--- src/rtl/mips_mc_pkg.sv ---
// Shared constants and types for the dual-core memory controller.
// No logic here; state encoding is fixed so waveforms decode consistently.
package mips_mc_pkg;
    localparam int ADDR_W = 12;
    localparam int DATA_W = 32;

    typedef enum logic [1:0] {
        IDLE  = 2'd0,
        ISSUE = 2'd1,
        WAIT  = 2'd2,
        DONE  = 2'd3
    } state_t;

    typedef logic core_id_t;
endpackage

--- src/rtl/mem_arbiter_2p_rr.sv ---
// Two-way round-robin grant: combinational pick, history updated on completion.
// Zero latency grant; requesters are never dropped, only made to wait.
module rr_arbiter2
    import mips_mc_pkg::*;
(
    input  logic       clk,
    input  logic       rst,
    input  logic [1:0] i_req,
    input  logic       i_done,
    input  core_id_t   i_done_id,
    output core_id_t   o_gnt,
    output logic       o_any
);
    core_id_t r_last_grant;

    // Reset to core 1 so core 0 wins the first conflict.
    always_ff @(posedge clk or negedge rst) begin
        if (!rst) begin
            r_last_grant <= 1'b1;
        end else if (i_done) begin
            r_last_grant <= i_done_id;
        end
    end

    always_comb begin
        o_any = |i_req;
        o_gnt = i_req[1];
        if (&i_req) begin
            o_gnt = ~r_last_grant;
        end
    end
endmodule

--- src/rtl/mem_arbiter_2p.sv ---
// Shared RAM responder for two cache controllers; write completion invalidates the other core.
// Read ack 3 cycles, write ack 2 cycles after the IDLE sample; losers stall until acked.
module mem_arbiter_2p #(
    parameter int ADDR_W = mips_mc_pkg::ADDR_W,
    parameter int DATA_W = mips_mc_pkg::DATA_W
) (
    input  logic              clk,
    input  logic              rst,
    input  logic [1:0]        req_rd,
    input  logic [1:0]        req_wr,
    input  logic [ADDR_W-1:0] req_addr0,
    input  logic [ADDR_W-1:0] req_addr1,
    input  logic [DATA_W-1:0] req_wdata0,
    input  logic [DATA_W-1:0] req_wdata1,
    output logic [1:0]        ack,
    output logic [DATA_W-1:0] rdata,
    output logic [1:0]        stall,
    output logic [1:0]        inv_valid,
    output logic [ADDR_W-1:0] inv_addr,
    output logic [ADDR_W-1:0] mem_addr,
    output logic [DATA_W-1:0] mem_data,
    output logic              mem_rden,
    output logic              mem_wren,
    input  logic [DATA_W-1:0] mem_q
);
    import mips_mc_pkg::*;

    state_t            r_state;
    state_t            w_next;
    core_id_t          r_gnt;
    core_id_t          w_gnt;
    logic              w_any;
    logic              w_done;
    logic              r_wr;
    logic [1:0]        w_req;
    logic [ADDR_W-1:0] r_mem_addr;
    logic [ADDR_W-1:0] r_inv_addr;
    logic [DATA_W-1:0] r_mem_data;
    logic [DATA_W-1:0] r_rdata;

    assign w_req  = req_rd | req_wr;
    assign w_done = (r_state == DONE);

    rr_arbiter2 u_arb (
        .clk       (clk),
        .rst       (rst),
        .i_req     (w_req),
        .i_done    (w_done),
        .i_done_id (r_gnt),
        .o_gnt     (w_gnt),
        .o_any     (w_any)
    );

    always_ff @(posedge clk or negedge rst) begin
        if (!rst) begin
            r_state <= IDLE;
        end else begin
            r_state <= w_next;
        end
    end

    always_comb begin
        w_next = r_state;
        case (r_state)
            IDLE:    if (w_any) w_next = ISSUE;
            ISSUE:   w_next = r_wr ? DONE : WAIT;
            WAIT:    w_next = DONE;
            DONE:    w_next = IDLE;
            default: w_next = IDLE;
        endcase
    end

    // mem_addr doubles as the latched request address; rd+wr together is a write.
    always_ff @(posedge clk or negedge rst) begin
        if (!rst) begin
            r_gnt      <= 1'b0;
            r_wr       <= 1'b0;
            r_mem_addr <= '0;
            r_mem_data <= '0;
            r_rdata    <= '0;
            r_inv_addr <= '0;
        end else begin
            if (r_state == IDLE && w_any) begin
                r_gnt      <= w_gnt;
                r_wr       <= req_wr[w_gnt];
                r_mem_addr <= w_gnt ? req_addr1 : req_addr0;
                if (req_wr[w_gnt]) begin
                    r_mem_data <= w_gnt ? req_wdata1 : req_wdata0;
                end
            end
            if (r_state == WAIT) begin
                r_rdata <= mem_q;
            end
            if (r_state == ISSUE && r_wr) begin
                r_inv_addr <= r_mem_addr;
            end
        end
    end

    assign mem_addr  = r_mem_addr;
    assign mem_data  = r_mem_data;
    assign rdata     = r_rdata;
    assign inv_addr  = r_inv_addr;
    assign mem_rden  = (r_state == ISSUE) && !r_wr;
    assign mem_wren  = (r_state == ISSUE) && r_wr;
    assign ack       = w_done ? (r_gnt ? 2'b10 : 2'b01) : 2'b00;
    assign inv_valid = (w_done && r_wr) ? (r_gnt ? 2'b01 : 2'b10) : 2'b00;
    assign stall     = w_req & ~ack;
endmodule

--- config.mk ---
export PLATFORM = sky130hd
export DESIGN_NAME = mem_arbiter_2p
export DESIGN_NICKNAME = d
export VERILOG_FILES = /design/src/rtl/mips_mc_pkg.sv /design/src/rtl/mem_arbiter_2p_rr.sv /design/src/rtl/mem_arbiter_2p.sv
export SDC_FILE = /design/constraint.sdc
export NUM_CORES = 1
export LEC_CHECK = 0
export CAP_MARGIN = 20
export CORE_UTILIZATION = 39
export DETAILED_ROUTE_END_ITERATION = 8
export PLACE_DENSITY = 0.81
export SETUP_SLACK_MARGIN = 0.05
export SLEW_MARGIN = 25
export SYNTH_ARGS = -nofsm -noshare
export SYNTH_HDL_FRONTEND = slang
export SYNTH_SLANG_ARGS = --single-unit
--- constraint.sdc ---
create_clock -name clk -period 1.8 [get_ports clk]
set_clock_uncertainty 0.2 [all_clocks]
set_input_delay 0.45 -clock clk [delete_from_list [all_inputs] [get_ports clk]]
set_output_delay 0.45 -clock clk [all_outputs]
set_load 0.1 [all_outputs]
==> PnR_summary.wiki, run 1 <==
{| class="wikitable"
! Metric !! Value
|-
| Maximum fanout along the worst path || 5
|-
| Number of setup violations in the final report || 8
|-
| DR pass1 iterations || 4
|-
| Arrival time of data at the critical path endpoint || approximately 1500 ps
|-
| Number of cells on the critical path || 4
|-
| Category of the worst setup path launch point || register
|-
| Max-cap viol count || 0
|-
| Via count of the first global-routing pass || about 3700
|-
| Detailed placement HPWL || 9320 um
|-
| Run status || finished with violations
|-
| Cell depth of the worst flop-to-flop path || 6
|-
| Count of different cell masters after synthesis || 24
|-
| Layout cells sized above 1 || 0.375
|-
| Cells taking the most area after synthesis || sky130_fd_sc_hd__dfrtp_1, sky130_fd_sc_hd__mux2i_1, sky130_fd_sc_hd__mux2_2
|-
| Bufs and invs on worst path || 1
|-
| Wire length of the first global-routing pass || 19600 um
|-
| WS Path Type || reg -> out
|-
| Net count reported at finish || between 600 and 700
|-
| Fmax || ~470 MHz
|-
| Commonest cells after routing, fill and taps aside || sky130_fd_sc_hd__clkdlybuf4s50_1, sky130_fd_sc_hd__buf_12, sky130_fd_sc_hd__dfrtp_1, sky130_fd_sc_hd__nand2_1, sky130_fd_sc_hd__o21ai_1
|-
| Worst setup path endpoint || inv_valid[1]
|-
| Clk root buf || sky130_fd_sc_hd__clkbuf_8
|-
| Setup repair after global routing missed its margin || true
|-
| Total CTS buffers || 9
|-
| GR Overflow Total || 0
|-
| Number of endpoints with negative hold slack in the final report || 0
|-
| Clock slew at the register clock pins of the worst setup and hold paths || 100 ps
|-
| Sequence of cells on the critical path || ha_4, nor2b_4, and2_4, buf_12
|-
| Area of the die || 0.0107 mm2
|-
| Setup slack after layout || -337 ps
|-
| Critical register-to-register path endpoint || mem_addr[11]$_DFFE_PN0P_
|-
| Period minus WS final || between 2000 and 2500 ps
|-
| CTS tree || done
|-
| Slew at the pin closest to its max-slew limit || 373 ps
|-
| Worst-case register-to-register setup slack || 60 ps
|-
| ANT nets after route || 0
|-
| Rows || 36
|-
| Global placer's final weighted congestion || 0.762
|-
| Number of filler cells placed in the layout || 581
|-
| Top-area cell type share of the netlist area || 0.572
|-
| Start of the worst register-to-register path || u_arb.r_last_grant$_DFFE_PN1N_
|-
| Post-route DRC || 0
|-
| Clock latency at the later pin of the worst-skew pair || around 350 ps
|-
| Headroom to the max-slew limit || 0.750
|-
| Maximum number of pins on one net before global-route repair || 49
|-
| Wire per inst || 18.3 um
|-
| Layout-stage area growth over the synthesis result || 99.5%
|-
| Setup crit end kind || primary output
|-
| Overall routing resource usage || 0.236
|-
| Cell Area, Synth || 0.00403 mm2
|-
| PortBufs || 221
|-
| Hold crit path type || reg -> reg
|-
| Final Hold Slack || roughly 350 ps
|-
| Post-Synthesis Cells || 323
|-
| Avg Synthesized Cell Area || 12.5 um2
|-
| Number of sinks driven by the clock tree || 93
|-
| Required @ worst endpoint || around 1200 ps
|-
| Starting utilization of the core area || 0.406
|-
| Cell at the slowest stage of the critical path || sky130_fd_sc_hd__dfrtp_2
|-
| I/O Pins || 222
|-
| Library cell occupying the most area in the post-synthesis netlist || sky130_fd_sc_hd__dfrtp_1
|-
| Number of H-tree levels || 3
|-
| Post-synthesis sequential element count || 93
|-
| Chip height || a little over 100 um
|-
| Die width || between 100 and 150 um
|-
| Seq/Total Area, Yosys || 0.578
|-
| Crit path launch || r_state[0]$_DFFE_PN0P_
|-
| Count of final max-slew check failures || 0
|-
| Number of warnings printed during yosys synthesis || 0
|-
| Routed wire length || between 10000 and 15000 um
|-
| Initial antenna violation count || 2
|-
| Net count after synthesis || 453
|-
| CORE AREA || just under 0.01 mm2
|-
| Via/cell ratio || a little under 5
|-
| Initial detailed-routing violation count || 69
|-
| CP top delay family || flip-flops
|-
| Most common library cell in the layout ignoring fill and taps || sky130_fd_sc_hd__clkdlybuf4s50_1
|-
| Final critical-path share of the clock period || 1.19
|-
| Delay of the slowest cell on the worst path || approximately 430 ps
|-
| Maximum clock insertion buffer count || 2
|-
| Total vias in the final route || 3464
|-
| Failing checks || negative setup slack
|}
layer usage:
layer	track usage	share of wire
met5	0	0
met4	0.0776	0.018
met3	0.0648	0.067
met2	0.446	0.56
met1	0.251	0.36
layout make-up:
type / count / area [um2] / area share
antenna: 2 / 5.00 / 0.000623
clock buffer: 10 / 138 / 0.0171
clock inverter: 6 / 38.8 / 0.00483
inverter: 4 / 18.8 / 0.00234
multi-input combinational: 207 / 1710 / 0.213
sequential: 93 / 2330 / 0.290
tap: 133 / 166 / 0.0207
timing repair buffer: 250 / 3620 / 0.451
through the flow:
| stage | setup slack [ps] | util | instance area (um2) | TNS [ps] | std cells |
|---|---|---|---|---|---|
| 3_5_place_dp | -443 | 0.753 | 7460 | -18260 | 670 |
| 2_1_floorplan | -453 | - | 4080 | -1460 | 323 |
| 3_3_place_gp | -347 | 0.753 | 7460 | -14420 | 670 |
| 4_1_cts | -365 | 0.793 | 7860 | -2310 | 695 |
| 5_1_grt | -397 | 0.811 | 8030 | -2660 | 705 |
| 6_report | -337 | 0.811 | 8030 | -2240 | 705 |
timing repair:
item | 4_1_cts | 5_1_grt
endpoints found under the setup margin | 54 | 96
pin swaps | 6 | 2
setup buffers | 5 | 5
endpoints found under the hold margin | 92 | 0
resized for setup | 24 | 18
hold buffers | 1 | 0
gates cloned | 3 | 3
registers in the layout (all words and copies together) (netlist names):
| name | flops |
|---|---|
| r_wr | 1 |
| mem_addr | 12 |
| inv_addr | 12 |
| r_state | 2 |
| r_gnt | 1 |
| rdata | 32 |
| u_arb.r_last_grant | 1 |
| mem_data | 32 |
cell usage after synthesis, drive strengths merged:
cell type	instances
a21boi	1
a21o	1
and2	2
and3	1
buf	17
clkbuf	2
dfrtp	92
dfstp	1
ha	4
inv	4
mux2	45
mux2i	44
nand2	49
nand2b	1
nand3	1
nor2	4
nor2b	2
o21ai	51
o221ai	1
worst reg2reg max path, stage by stage, from the launching register on:
cell and delay [ps]:
sky130_fd_sc_hd__dfstp_2 610, sky130_fd_sc_hd__o21ai_4 90, sky130_fd_sc_hd__o21ai_4 110, sky130_fd_sc_hd__buf_12 160, sky130_fd_sc_hd__buf_12 140, sky130_fd_sc_hd__mux2i_4 250
sky130_fd_sc_hd__o21ai_2 80
worst min-delay path by stage:
stage / slack, ps / endpoint / startpoint / cells after the start
after global routing: 370 / mem_data[30]$_DFFE_PN0P_ / mem_data[30]$_DFFE_PN0P_ / 2
final: 350 / mem_data[30]$_DFFE_PN0P_ / mem_data[30]$_DFFE_PN0P_ / 2
after detailed placement: 260 / inv_addr[10]$_DFFE_PN0P_ / rst / 2
after global placement: 260 / inv_addr[10]$_DFFE_PN0P_ / rst / 2
after floorplan: -50 / inv_addr[0]$_DFFE_PN0P_ / rst / 0
after CTS: 350 / mem_data[30]$_DFFE_PN0P_ / mem_data[30]$_DFFE_PN0P_ / 2
cells by family (layout without fill, tap and decap cells):
family,after synthesis,after routing,share of synthesized area
adders and majority gates,4,4,0.0124
DFF,93,93,0.578
AOI/OAI and AO/OA,54,54,0.0693
and+or+nand+nor,60,60,0.0600
muxes,89,89,0.235
buffers and inverters,23,270,0.0448
other,0,2,0
Power of run 1 is not shown: default switching activity piles up to over one toggle a cycle in this logic, so the estimate is an artifact.
==> inputs of run 2 (changes only) <==
--- a/config.mk
+++ b/config.mk
@@ -6,11 +6,14 @@
 export NUM_CORES = 1
 export LEC_CHECK = 0
 export CAP_MARGIN = 20
-export CORE_UTILIZATION = 39
+export CORE_MARGIN = 2
+export CORE_UTILIZATION = 40
+export CTS_CLUSTER_SIZE = 12
 export DETAILED_ROUTE_END_ITERATION = 8
 export PLACE_DENSITY = 0.81
 export SETUP_SLACK_MARGIN = 0.05
 export SLEW_MARGIN = 25
 export SYNTH_ARGS = -nofsm -noshare
 export SYNTH_HDL_FRONTEND = slang
+export SYNTH_HIERARCHICAL = 1
 export SYNTH_SLANG_ARGS = --single-unit
==> PnR_summary.wiki, run 2 <==
{| class="wikitable"
! Metric !! Value
|-
| Maximum fanout along the worst path || 3 (was 5)
|-
| Min-delay src || mem_addr[5]$_DFFE_PN0P_ (was mem_data[30]$_DFFE_PN0P_)
|-
| Start of the worst register-to-register path || r_state[0]$_DFFE_PN0P_ (was u_arb.r_last_grant$_DFFE_PN1N_)
|-
| Wire per inst || 19.8 um (was 18.3 um)
|-
| Area of the multi-input gates || 0.00207 mm2 (was 0.00171 mm2)
|-
| Post-Synthesis Cells || 287 (was 323)
|-
| Count of final max-slew check failures || 0 (unchanged)
|-
| Setup slack after layout || -332 ps (was -337 ps)
|-
| Proportion of register bits with asynchronous set or reset after synthesis || 1.00 (unchanged)
|-
| Die width || 107 um (was 104 um)
|-
| Chip height || 107 um (was 104 um)
|-
| Headroom to the max-slew limit || 0.677 (was 0.750)
|-
| Failing checks || negative setup slack (unchanged)
|-
| Category of the worst setup path launch point || register (unchanged)
|-
| DR pass1 iterations || 4 (unchanged)
|-
| Delay of the slowest cell on the worst path || 430 ps (about the same)
|-
| Maximum clock insertion buffer count || 2 (unchanged)
|-
| Clock latency at the later pin of the worst-skew pair || 340 ps (was 350 ps)
|-
| Net count after synthesis || 418 (was 453)
|-
| Number of endpoints with negative hold slack in the final report || 0 (unchanged)
|-
| Setup repair after global routing missed its margin || true (unchanged)
|-
| Cell at the slowest stage of the critical path || sky130_fd_sc_hd__dfrtp_2 (unchanged)
|-
| Cells taking the most area after synthesis || sky130_fd_sc_hd__dfrtp_1, sky130_fd_sc_hd__mux2_2, sky130_fd_sc_hd__mux2_4 (was sky130_fd_sc_hd__dfrtp_1, sky130_fd_sc_hd__mux2i_1, sky130_fd_sc_hd__mux2_2)
|-
| ANT nets after route || 0 (unchanged)
|-
| Number of setup violations in the final report || 75 (was 8)
|-
| CTS tree || done (unchanged)
|-
| GR Overflow Total || 0 (unchanged)
|-
| Hold crit path type || reg -> reg (unchanged)
|-
| Critical register-to-register path endpoint || mem_data[12]$_DFFE_PN0P_ (was mem_addr[11]$_DFFE_PN0P_)
|-
| Clock slew at the register clock pins of the worst setup and hold paths || 80 ps (was 100 ps)
|-
| Antenna fix cells || 0 (was 2)
|-
| Number of sinks driven by the clock tree || 93 (unchanged)
|-
| Initial detailed-routing violation count || 98 (was 69)
|-
| Via/cell ratio || 4.94 (was 4.91)
|-
| PortBufs || 221 (unchanged)
|-
| Cell Area, Synth || 0.00423 mm2 (was 0.00403 mm2)
|-
| Layout-stage area growth over the synthesis result || 106% (was 99.5%)
|-
| Total vias in the final route || 3450 (was 3464)
|-
| Commonest register cell after synthesis || sky130_fd_sc_hd__dfrtp_1 (unchanged)
|-
| Crit path launch || r_state[0]$_DFFE_PN0P_ (unchanged)
|-
| Number of warnings printed during yosys synthesis || 6 (was 0)
|-
| CORE AREA || 0.0103 mm2 (was 0.00991 mm2)
|-
| Overall routing resource usage || 0.242 (was 0.236)
|-
| Global placer's final weighted congestion || 0.752 (was 0.762)
|-
| Maximum number of pins on one net before global-route repair || 94 (was 49)
|-
| Post-synthesis sequential element count || 93 (unchanged)
|-
| Fmax || 469 MHz (was 468 MHz)
|-
| Slew at the pin closest to its max-slew limit || 484 ps (was 373 ps)
|-
| Number of H-tree levels || 3 (unchanged)
|-
| List of most frequent post-synthesis cells || sky130_fd_sc_hd__dfrtp_1, sky130_fd_sc_hd__mux2_2, sky130_fd_sc_hd__mux2_4 (was sky130_fd_sc_hd__dfrtp_1, sky130_fd_sc_hd__nand2_1, sky130_fd_sc_hd__mux2i_1)
|-
| Rows || 37 (was 36)
|-
| Setup crit end kind || primary output (unchanged)
|-
| Initial antenna violation count || 0 (was 2)
|-
| Number of filler cells placed in the layout || 496 (was 581)
|-
| Clk root buf || sky130_fd_sc_hd__clkbuf_8 (unchanged)
|-
| Starting utilization of the core area || 0.411 (was 0.406)
|-
| Worst setup path endpoint || inv_valid[1] (unchanged)
|-
| Library cell occupying the most area in the post-synthesis netlist || sky130_fd_sc_hd__dfrtp_1 (unchanged)
|-
| Cell depth of the worst flop-to-flop path || 9 (was 6)
|-
| Seq/Total Area, Yosys || 0.551 (was 0.578)
|-
| WS Path Type || reg -> out (unchanged)
|-
| Layout cells sized above 1 || 0.547 (was 0.375)
|-
| Required @ worst endpoint || 1150 ps (about the same)
|-
| Run status || finished with violations (unchanged)
|-
| Area of the die || 0.0114 mm2 (was 0.0107 mm2)
|-
| Total CTS buffers || 9 (unchanged)
|-
| Top-area cell type share of the netlist area || 0.545 (was 0.572)
|-
| Commonest cells after routing, fill and taps aside || sky130_fd_sc_hd__clkdlybuf4s50_1, sky130_fd_sc_hd__buf_12, sky130_fd_sc_hd__dfrtp_1, sky130_fd_sc_hd__mux2_4, sky130_fd_sc_hd__mux2_2 (was sky130_fd_sc_hd__clkdlybuf4s50_1, sky130_fd_sc_hd__buf_12, sky130_fd_sc_hd__dfrtp_1, sky130_fd_sc_hd__nand2_1, sky130_fd_sc_hd__o21ai_1)
|-
| Register area || 0.00233 mm2 (unchanged)
|-
| Via count of the first global-routing pass || 3975 (was 3704)
|-
| Post-route DRC || 0 (unchanged)
|-
| Max-cap viol count || 0 (unchanged)
|-
| Arrival time of data at the critical path endpoint || 1480 ps (was 1490 ps)
|-
| Count of different cell masters after synthesis || 23 (was 24)
|-
| Wire length of the first global-routing pass || 21100 um (was 19600 um)
|-
| I/O Pins || 222 (unchanged)
|-
| Net count reported at finish || 689 (was 695)
|-
| Detailed placement HPWL || 8980 um (was 9320 um)
|-
| Most common library cell in the layout ignoring fill and taps || sky130_fd_sc_hd__clkdlybuf4s50_1 (unchanged)
|-
| Final critical-path share of the clock period || 1.18 (was 1.19)
|-
| Sequence of cells on the critical path || ha_4, nor2b_4, and2_4, buf_12 (unchanged)
|-
| Most numerous cell in the Yosys netlist || sky130_fd_sc_hd__dfrtp_1 (unchanged)
|-
| EDFF count, synth || 0 (unchanged)
|-
| Worst-case register-to-register setup slack || -220 ps (was 60 ps)
|-
| Period minus WS final || 2130 ps (was 2140 ps)
|-
| Final core occ || 0.846 (was 0.811)
|-
| Routed wire length || 13800 um (was 12900 um)
|-
| Avg Synthesized Cell Area || 14.7 um2 (was 12.5 um2)
|}
[run 2: critical path: cells and delay by family (launching register included)]
family	cells	cell delay, ps
and+or+nand+nor	2	380
DFF	1	430
adders and majority gates	1	160
buffers and inverters	1	170
[run 2: worst min path at each step]
stage / slack [ps] / endpoint / cells after the start
floorplan: -50 / inv_addr[0]$_DFFE_PN0P_ / 0
global placement: 330 / rdata[4]$_DFFE_PN0N_ / 1
detailed placement: 340 / mem_data[16]$_DFFE_PN0P_ / 2
CTS: 380 / mem_addr[5]$_DFFE_PN0P_ / 2
global route: 390 / rdata[7]$_DFFE_PN0N_ / 1
finish: 370 / mem_addr[5]$_DFFE_PN0P_ / 2
[run 2: repair_timing]
item	4_1_cts	5_1_grt
resized for setup	47	49
setup buffers	15	8
pin swaps	7	7
endpoints found under the hold margin	92	0
cloned	9	2
hold buffers	1	0
endpoints found under the setup margin	63	87
[run 2: stage by stage]
| stage | cells | instance area (um2) | hold slack, ps | setup TNS, ps | setup slack, ps |
|---|---|---|---|---|---|
| global placement | 651 | 7790 | 334 | -32870 | -698 |
| global route | 699 | 8690 | 392 | -15120 | -387 |
| floorplan | 287 | 4360 | -45.6 | -14200 | -491 |
| finish | 699 | 8690 | 370 | -11510 | -332 |
| detailed placement | 651 | 7790 | 337 | -35630 | -760 |
| CTS | 692 | 8450 | 376 | -9010 | -358 |
[run 2: cell families (layout without fill, tap and decap cells)]
group,count (synthesis),count (layout),share of synthesized area
adders and majority gates,5,5,0.0148
buffers and inverters,19,295,0.0275
and+or+nand+nor,31,31,0.0352
muxes,123,123,0.350
AOI/OAI and AO/OA,16,16,0.0213
DFF,93,93,0.551
[run 2: metal layers]
metal  share of wire  vias up  track usage
met1            0.36     1707        0.260
li1                -     1548            -
met3           0.083       26       0.0851
met4           0.023        0       0.0844
met2            0.54      169        0.440
met5               0        -            0
[run 2: final cells by class]
class,instances,share of cell area
multi-input cells,175,0.239
flip-flops and latches,93,0.268
inverters,4,0.00245
repair buffers,275,0.447
clock buffers,15,0.0203
well taps,136,0.0196
clock inverters,1,0.00346
Power of run 2 is left out for the same reason.
